==> src/rtl/i2c_bus_scheduler.sv <==
// i2c_bus_scheduler: round-robin sharing of one i2c_master core between NUM_REQ
// requesters. It latches the granted request and drives the master, detects
// completion, and resets the master when the watchdog expires.
module i2c_bus_scheduler #(
    parameter int unsigned NUM_REQ        = 4,
    parameter int unsigned TIMEOUT_CYCLES = 1_000_000,
    parameter int unsigned RECOVER_CYCLES = 4
) (
    input  logic                    clock,
    input  logic                    reset,
    input  logic [NUM_REQ-1:0]      req_valid,
    input  logic [7*NUM_REQ-1:0]    req_addr,
    input  logic [NUM_REQ-1:0]      req_rw,
    input  logic [NUM_REQ-1:0]      req_read_only,
    input  logic [8*NUM_REQ-1:0]    req_nbytes,
    input  logic [32*NUM_REQ-1:0]   req_wdata,
    output logic [NUM_REQ-1:0]      req_grant,
    output logic [NUM_REQ-1:0]      req_done,
    output logic                    req_ack_error,
    output logic                    req_timeout,
    output logic                    m_ena,
    output logic [6:0]              m_addr,
    output logic                    m_rw,
    output logic                    m_read_only,
    output logic [7:0]              m_nbytes,
    output logic [31:0]             m_wdata,
    output logic                    m_reset_n,
    input  logic                    m_busy,
    input  logic [7:0]              m_byte_counter,
    input  logic                    m_ack_error
);

    localparam int unsigned PW = (NUM_REQ > 1) ? $clog2(NUM_REQ) : 1;
    localparam int unsigned WW = $clog2(TIMEOUT_CYCLES + 1);
    localparam int unsigned RW = (RECOVER_CYCLES > 1) ? $clog2(RECOVER_CYCLES) : 1;

    localparam logic [2:0] S_IDLE    = 3'd0;
    localparam logic [2:0] S_ARB     = 3'd1;
    localparam logic [2:0] S_ISSUE   = 3'd2;
    localparam logic [2:0] S_RUN     = 3'd3;
    localparam logic [2:0] S_DRAIN   = 3'd4;
    localparam logic [2:0] S_RECOVER = 3'd5;
    localparam logic [2:0] S_DONE    = 3'd6;

    logic [2:0]         state, state_nx;
    logic [PW-1:0]      rr_ptr, rr_ptr_nx;
    logic [PW-1:0]      gidx, gidx_nx;
    logic [WW-1:0]      wdog, wdog_nx;
    logic [RW-1:0]      rcnt, rcnt_nx;
    logic               ack_flag, ack_flag_nx;
    logic               to_flag, to_flag_nx;
    logic [6:0]         lat_addr, lat_addr_nx;
    logic               lat_rw, lat_rw_nx;
    logic               lat_ro, lat_ro_nx;
    logic [7:0]         lat_nbytes, lat_nbytes_nx;
    logic [31:0]        lat_wdata, lat_wdata_nx;

    logic [NUM_REQ-1:0] grant_nx, done_nx;
    logic               ack_out_nx, to_out_nx;
    logic               m_ena_nx, m_rw_nx, m_ro_nx, m_reset_n_nx;
    logic [6:0]         m_addr_nx;
    logic [7:0]         m_nbytes_nx;
    logic [31:0]        m_wdata_nx;

    logic               arb_found;
    logic [PW-1:0]      arb_idx;
    logic [PW:0]        arb_sum;
    logic               wdog_expired;

    assign wdog_expired = (wdog == WW'(TIMEOUT_CYCLES - 1));

    // Round-robin search: first valid requester starting at rr_ptr, wrapping.
    always_comb begin
        arb_found = 1'b0;
        arb_idx   = '0;
        arb_sum   = '0;
        for (int i = 0; i < int'(NUM_REQ); i++) begin
            arb_sum = {1'b0, rr_ptr} + (PW+1)'(i);
            if (arb_sum >= (PW+1)'(NUM_REQ))
                arb_sum = arb_sum - (PW+1)'(NUM_REQ);
            if (!arb_found && req_valid[arb_sum[PW-1:0]]) begin
                arb_found = 1'b1;
                arb_idx   = arb_sum[PW-1:0];
            end
        end
    end

    // Next-state and next-output logic.
    always_comb begin
        state_nx      = state;
        rr_ptr_nx     = rr_ptr;
        gidx_nx       = gidx;
        wdog_nx       = wdog;
        rcnt_nx       = rcnt;
        ack_flag_nx   = ack_flag;
        to_flag_nx    = to_flag;
        lat_addr_nx   = lat_addr;
        lat_rw_nx     = lat_rw;
        lat_ro_nx     = lat_ro;
        lat_nbytes_nx = lat_nbytes;
        lat_wdata_nx  = lat_wdata;
        grant_nx      = req_grant;
        done_nx       = '0;
        ack_out_nx    = 1'b0;
        to_out_nx     = 1'b0;
        m_ena_nx      = m_ena;
        m_addr_nx     = m_addr;
        m_rw_nx       = m_rw;
        m_ro_nx       = m_read_only;
        m_nbytes_nx   = m_nbytes;
        m_wdata_nx    = m_wdata;
        m_reset_n_nx  = m_reset_n;

        case (state)
            S_IDLE: begin
                if (req_valid != '0)
                    state_nx = S_ARB;
            end
            S_ARB: begin
                if (arb_found) begin
                    gidx_nx       = arb_idx;
                    grant_nx      = NUM_REQ'(1) << arb_idx;
                    lat_addr_nx   = req_addr[int'(arb_idx)*7 +: 7];
                    lat_rw_nx     = req_rw[arb_idx];
                    lat_ro_nx     = req_read_only[arb_idx];
                    lat_nbytes_nx = req_nbytes[int'(arb_idx)*8 +: 8];
                    lat_wdata_nx  = req_wdata[int'(arb_idx)*32 +: 32];
                    ack_flag_nx   = 1'b0;
                    to_flag_nx    = 1'b0;
                    state_nx      = (req_nbytes[int'(arb_idx)*8 +: 8] == 8'd0) ? S_DONE : S_ISSUE;
                end else begin
                    state_nx = S_IDLE;
                end
            end
            S_ISSUE: begin
                m_addr_nx   = lat_addr;
                m_rw_nx     = lat_rw;
                m_ro_nx     = lat_ro;
                m_nbytes_nx = lat_nbytes;
                m_wdata_nx  = lat_wdata;
                m_ena_nx    = 1'b1;
                wdog_nx     = '0;
                state_nx    = S_RUN;
            end
            S_RUN: begin
                if (m_ack_error || (m_byte_counter >= lat_nbytes)) begin
                    m_ena_nx    = 1'b0;
                    ack_flag_nx = m_ack_error;
                    state_nx    = S_DRAIN;
                end else if (wdog_expired) begin
                    m_ena_nx     = 1'b0;
                    to_flag_nx   = 1'b1;
                    m_reset_n_nx = 1'b0;
                    rcnt_nx      = '0;
                    state_nx     = S_RECOVER;
                end else begin
                    wdog_nx = wdog + WW'(1);
                end
            end
            S_DRAIN: begin
                if (!m_busy) begin
                    state_nx = S_DONE;
                end else if (wdog_expired) begin
                    to_flag_nx   = 1'b1;
                    m_reset_n_nx = 1'b0;
                    rcnt_nx      = '0;
                    state_nx     = S_RECOVER;
                end else begin
                    wdog_nx = wdog + WW'(1);
                end
            end
            S_RECOVER: begin
                if (rcnt == RW'(RECOVER_CYCLES - 1)) begin
                    m_reset_n_nx = 1'b1;
                    state_nx     = S_DONE;
                end else begin
                    rcnt_nx = rcnt + RW'(1);
                end
            end
            S_DONE: begin
                grant_nx  = '0;
                rr_ptr_nx = (gidx == PW'(NUM_REQ - 1)) ? '0 : gidx + PW'(1);
                state_nx  = S_IDLE;
            end
            default: begin
                state_nx = S_IDLE;
            end
        endcase

        // Registered done pulse lines up with the single DONE cycle.
        if (state_nx == S_DONE) begin
            done_nx    = grant_nx;
            ack_out_nx = ack_flag_nx;
            to_out_nx  = to_flag_nx;
        end
    end

    // State and registered outputs.
    always_ff @(posedge clock or posedge reset) begin
        if (reset) begin
            state         <= S_IDLE;
            rr_ptr        <= '0;
            gidx          <= '0;
            wdog          <= '0;
            rcnt          <= '0;
            ack_flag      <= 1'b0;
            to_flag       <= 1'b0;
            lat_addr      <= '0;
            lat_rw        <= 1'b0;
            lat_ro        <= 1'b0;
            lat_nbytes    <= '0;
            lat_wdata     <= '0;
            req_grant     <= '0;
            req_done      <= '0;
            req_ack_error <= 1'b0;
            req_timeout   <= 1'b0;
            m_ena         <= 1'b0;
            m_addr        <= '0;
            m_rw          <= 1'b0;
            m_read_only   <= 1'b0;
            m_nbytes      <= '0;
            m_wdata       <= '0;
            m_reset_n     <= 1'b1;
        end else begin
            state         <= state_nx;
            rr_ptr        <= rr_ptr_nx;
            gidx          <= gidx_nx;
            wdog          <= wdog_nx;
            rcnt          <= rcnt_nx;
            ack_flag      <= ack_flag_nx;
            to_flag       <= to_flag_nx;
            lat_addr      <= lat_addr_nx;
            lat_rw        <= lat_rw_nx;
            lat_ro        <= lat_ro_nx;
            lat_nbytes    <= lat_nbytes_nx;
            lat_wdata     <= lat_wdata_nx;
            req_grant     <= grant_nx;
            req_done      <= done_nx;
            req_ack_error <= ack_out_nx;
            req_timeout   <= to_out_nx;
            m_ena         <= m_ena_nx;
            m_addr        <= m_addr_nx;
            m_rw          <= m_rw_nx;
            m_read_only   <= m_ro_nx;
            m_nbytes      <= m_nbytes_nx;
            m_wdata       <= m_wdata_nx;
            m_reset_n     <= m_reset_n_nx;
        end
    end

endmodule

==> config.mk <==
export PLATFORM = sky130hd
export DESIGN_NAME = i2c_bus_scheduler
export DESIGN_NICKNAME = d
export VERILOG_FILES = /design/src/rtl/i2c_bus_scheduler.sv
export SDC_FILE = /design/constraint.sdc
export NUM_CORES = 1
export LEC_CHECK = 0
export BUFFER_PORTS_ARGS = -buffer_cell sky130_fd_sc_hd__buf_2
export CAP_MARGIN = 15
export CELL_PAD_IN_SITES_DETAIL_PLACEMENT = 0
export CELL_PAD_IN_SITES_GLOBAL_PLACEMENT = 1
export CORE_ASPECT_RATIO = 1.4
export CORE_MARGIN = 8
export CORE_UTILIZATION = 28
export DETAILED_ROUTE_END_ITERATION = 12
export PLACE_DENSITY_LB_ADDON = 0.05
export SETUP_SLACK_MARGIN = 0.3
export SLEW_MARGIN = 20
export SYNTH_ARGS = -nofsm -noshare
export SYNTH_HDL_FRONTEND = slang
export SYNTH_SLANG_ARGS = --single-unit
==> constraint.sdc <==
create_clock -name clock -period 6.15 [get_ports clock]
set_input_delay 1.23 -clock clock [delete_from_list [all_inputs] [get_ports clock]]
set_output_delay 1.23 -clock clock [all_outputs]
set_load 0.05 [all_outputs]
==> reports/qor.yml <==
outcome:
  outcome: "finished, final reports clean"
min_path:
  hp-class: "reg2reg"
drt:
  dr_wl_met2_mm: 13.7
  wl_met3_mm: 2.02
  ant_nets: 0
  dr.max_layer_used: "met5"
  num_vias: 6607
  drt-pass1-iter-count: 8
  viasPerCell: 5.13
  wirelength_mm: 26.6
  drcViolationCount: 0
  wl_per_cell_um: 20.6
  wl_met1_mm: 10.4
  drt_iter0_markers: 460
timing:
  worstMarginPinSlew_ns: 0.981
  skew_ns: 0.00965
  rsz0062_at_grt: "no"
  whs_ns: 0.476
  fmax_ghz: 0.280
  hold_viol_final: 0
  finalCriticalPeriod_ns: 3.57
  timing.final.crit_share_pct: 58.0
  fin_setup_tns_ns: 0
  setup_slack_ns: 2.58
  finalMaxSlewViolations: 0
  setup-violations-final: 0
  relSlewSlack_pct: 34.6
power:
  pwr-share-seq_pct: 30.8
  power.density_nw_per_um2: 519
  p_int_mw: 2.75
  p_sw_mw: 2.21
  pwr-share-comb_pct: 47.5
  pwr-share-clk_pct: 21.7
  total_power_mw: 4.97
  p_sw_share_pct: 44.6
  leakagePower_nw: 4.59
  max-vdd-ir-drop_mv: 0.212
critical_path:
  required_ns: 6.49
  critPathCaptureType: "flip-flop"
  start_kind: "primary input"
  arrival_ns: 3.91
  worstPathMaxFanout: 20
  max_stage_delay_ns: 0.67
  cp_slowest_cell: "nand2_1"
  crit_type: "in2reg"
  path_cells: "buf_2 -> nor2b_2 -> o21ai_0 -> nand2_1 -> a211oi_1 -> a2bb2oi_1 -> a31oi_2 -> nor2_1"
logic_synthesis:
  synth-simple-area-share_pct: 13.8
  synth-xor-area-share_pct: 1.67
  yosysWarnings: 0
  synthMuxAreaShare_pct: 14.0
  synthTopCellsByArea: "dfrtp_1, mux2_2, a222oi_1, o21ai_0, nand2_1"
  syn-instance-count: 697
  synth_area_leader_cell: "dfrtp_1"
  synth_fa_ha_area_share_pct: 1.88
  ys_types: 65
  synth_ff_type: "dfrtp_1"
  avgSynthCellArea_um2: 10.5
  synth.ff_latch_count: 141
  yosys-top-cells-count: "dfrtp_1, mux2_2, nand2_1"
  synth_edf_count: 0
  synth.most_common_cell: "dfrtp_1"
  synth.top_cell.area_share_pct: 47.8
  synth_nets: 920
  ys_async_sr_fraction_pct: 100
  synth_compound_area_share_pct: 16.3
  synth_top_family_by_area: "compound AO/OA/AOI/OAI gates"
  ys_seq_area_share_pct: 48.2
  synth.cell_area_um2: 7320
clocking:
  cts_buffers: 17
  clockRootBuffer: "clkbuf_16"
  cts_resized: 0
  cts.sinks: 141
  cts_htree_levels: 4
  clkSlewWorstSetupHoldPaths_ns: 0.06
  tritoncts: "built"
  cts_buffer_depth: 2
  post_cts_buffers: 0
  cts_hold_buf: 0
  clkLatencyLatePin_ns: 0.42
floorplanning:
  coreArea_um2: 25900
  dieWidth_um: 153
  die_area_um2: 31700
  row_count: 70
  io_pins: 273
  die_y_um: 207
  start_util_pct: 28.3
cells_and_area:
  multi_input_area_um2: 3530
  syn_to_final_growth_pct: 30.7
  nFillCells: 2679
  drive_above_1_share_pct: 43.6
  seqCellArea_um2: 3530
  num-nets-final: 1169
placed_design:
  place_hpwl_mm: 20.1
  place_ws_ns: 2.19
  place_congestion: 0.797
  portBuffers: 272
global_routing:
  grt_pass1_vias: 7224
  grt-ovfl-total: 0
  grt_pass1_wl_mm: 41.5
  grt_antenna_before_repair: 15
  grt_max_degree: 101
  grt.total_usage_pct: 16.7
job:
  cap_violations: 0
cell type report:
cell class	count	area share, %
diodes	6	0.157
clock buffers	22	5.06
clock inverters	10	1.42
inverters	19	0.797
multi-input cells	490	36.8
flip-flops and latches	141	36.9
well taps	324	4.24
repair buffers	277	14.6
stage by stage:
step	util, %	std cells	cell area [um^2]
finish	36.9	1289	9570
detailed placement	34.5	1251	8940
global placement	34.5	1251	8940
floorplan	-	697	7320
CTS	36.9	1283	9560
global route	36.9	1288	9570
flip-flops by register name, indices dropped and copies added, names as in the netlist:
| register | cells |
|---|---|
| lat_wdata | 32 |
| m_wdata | 32 |
| wdog | 20 |
| lat_nbytes | 8 |
| m_nbytes | 8 |
| lat_addr | 7 |
| m_addr | 7 |
| req_done | 4 |
| req_grant | 4 |
| state | 3 |
| gidx | 2 |
| rcnt | 2 |
| rr_ptr | 2 |
| ack_flag | 1 |
| lat_ro | 1 |
| lat_rw | 1 |
| m_ena | 1 |
| m_read_only | 1 |
| m_reset_n | 1 |
| m_rw | 1 |
| req_ack_error | 1 |
| req_timeout | 1 |
| to_flag | 1 |
per-layer routing:
layer,up-vias,track usage (%)
li1,3099,-
met1,3234,17.8
met2,223,29.9
met3,35,6.50
met4,16,5.03
met5,-,0
cells by family after synthesis:
family | Yosys count
XOR/XNOR | 14
multiplexers | 91
AND/OR/NAND/NOR | 205
adder cells (fa/ha/maj) | 11
flip-flops | 141
AO/OA/AOI/OAI | 169
buffers and inverters | 66
worst paths after layout:
check                         startpoint            end  slack [ns]  depth (start not counted)
max                         req_valid[0]    req_done[1]        2.58                          8
min                        lat_wdata[30]  lat_wdata[30]        0.48                          2
max reg2reg                    rr_ptr[0]    req_done[1]        3.05                          7
min reg2reg                lat_wdata[30]  lat_wdata[30]        0.48                          2
max in group asynchronous          reset      m_addr[3]        3.86                          3
min in group asynchronous          reset      m_addr[0]        0.95                          2
cell usage in the layout, fill, tap and decap left out, drive strengths merged, types with 3 or more instances in the layout:
cell      instances
clkinvlp          3
or4               3
diode             6
bufinv            3
nand4             9
a211oi            4
mux2             91
xor2             13
o31ai             5
inv              19
nand2b            3
clkinv            4
nor3b             3
or3               4
a21oi            18
o21ai            68
nor2             31
o211ai            4
ha               11
nor3              3
and2              6
clkbuf           22
nor2b             8
o211a             3
nand3            29
nor4              6
a222oi           42
a221oi            3
dfrtp           140
buf             277
and3              8
nand2            84
or2               3
critical path: cells and delay by family:
kind                   cells  cell delay (ns)
AOI/OAI and AO/OA          4             1.52
and+or+nand+nor            3             1.01
buffers and inverters      1             0.14
power by group through the flow:
| stage | logic, mW | registers (mW) | clock network [mW] |
|---|---|---|---|
| 6_report | 2.36 | 1.53 | 1.08 |
| 5_1_grt | 2.57 | 1.58 | 1.15 |
| 2_1_floorplan | 1.21 | 2.06 | 0 |
| 3_3_place_gp | 2.38 | 1.54 | 0 |
| 3_5_place_dp | 2.41 | 1.55 | 0 |
| 4_1_cts | 2.41 | 1.53 | 1.11 |
No activity file was read; power rests on OpenSTA's default activity.
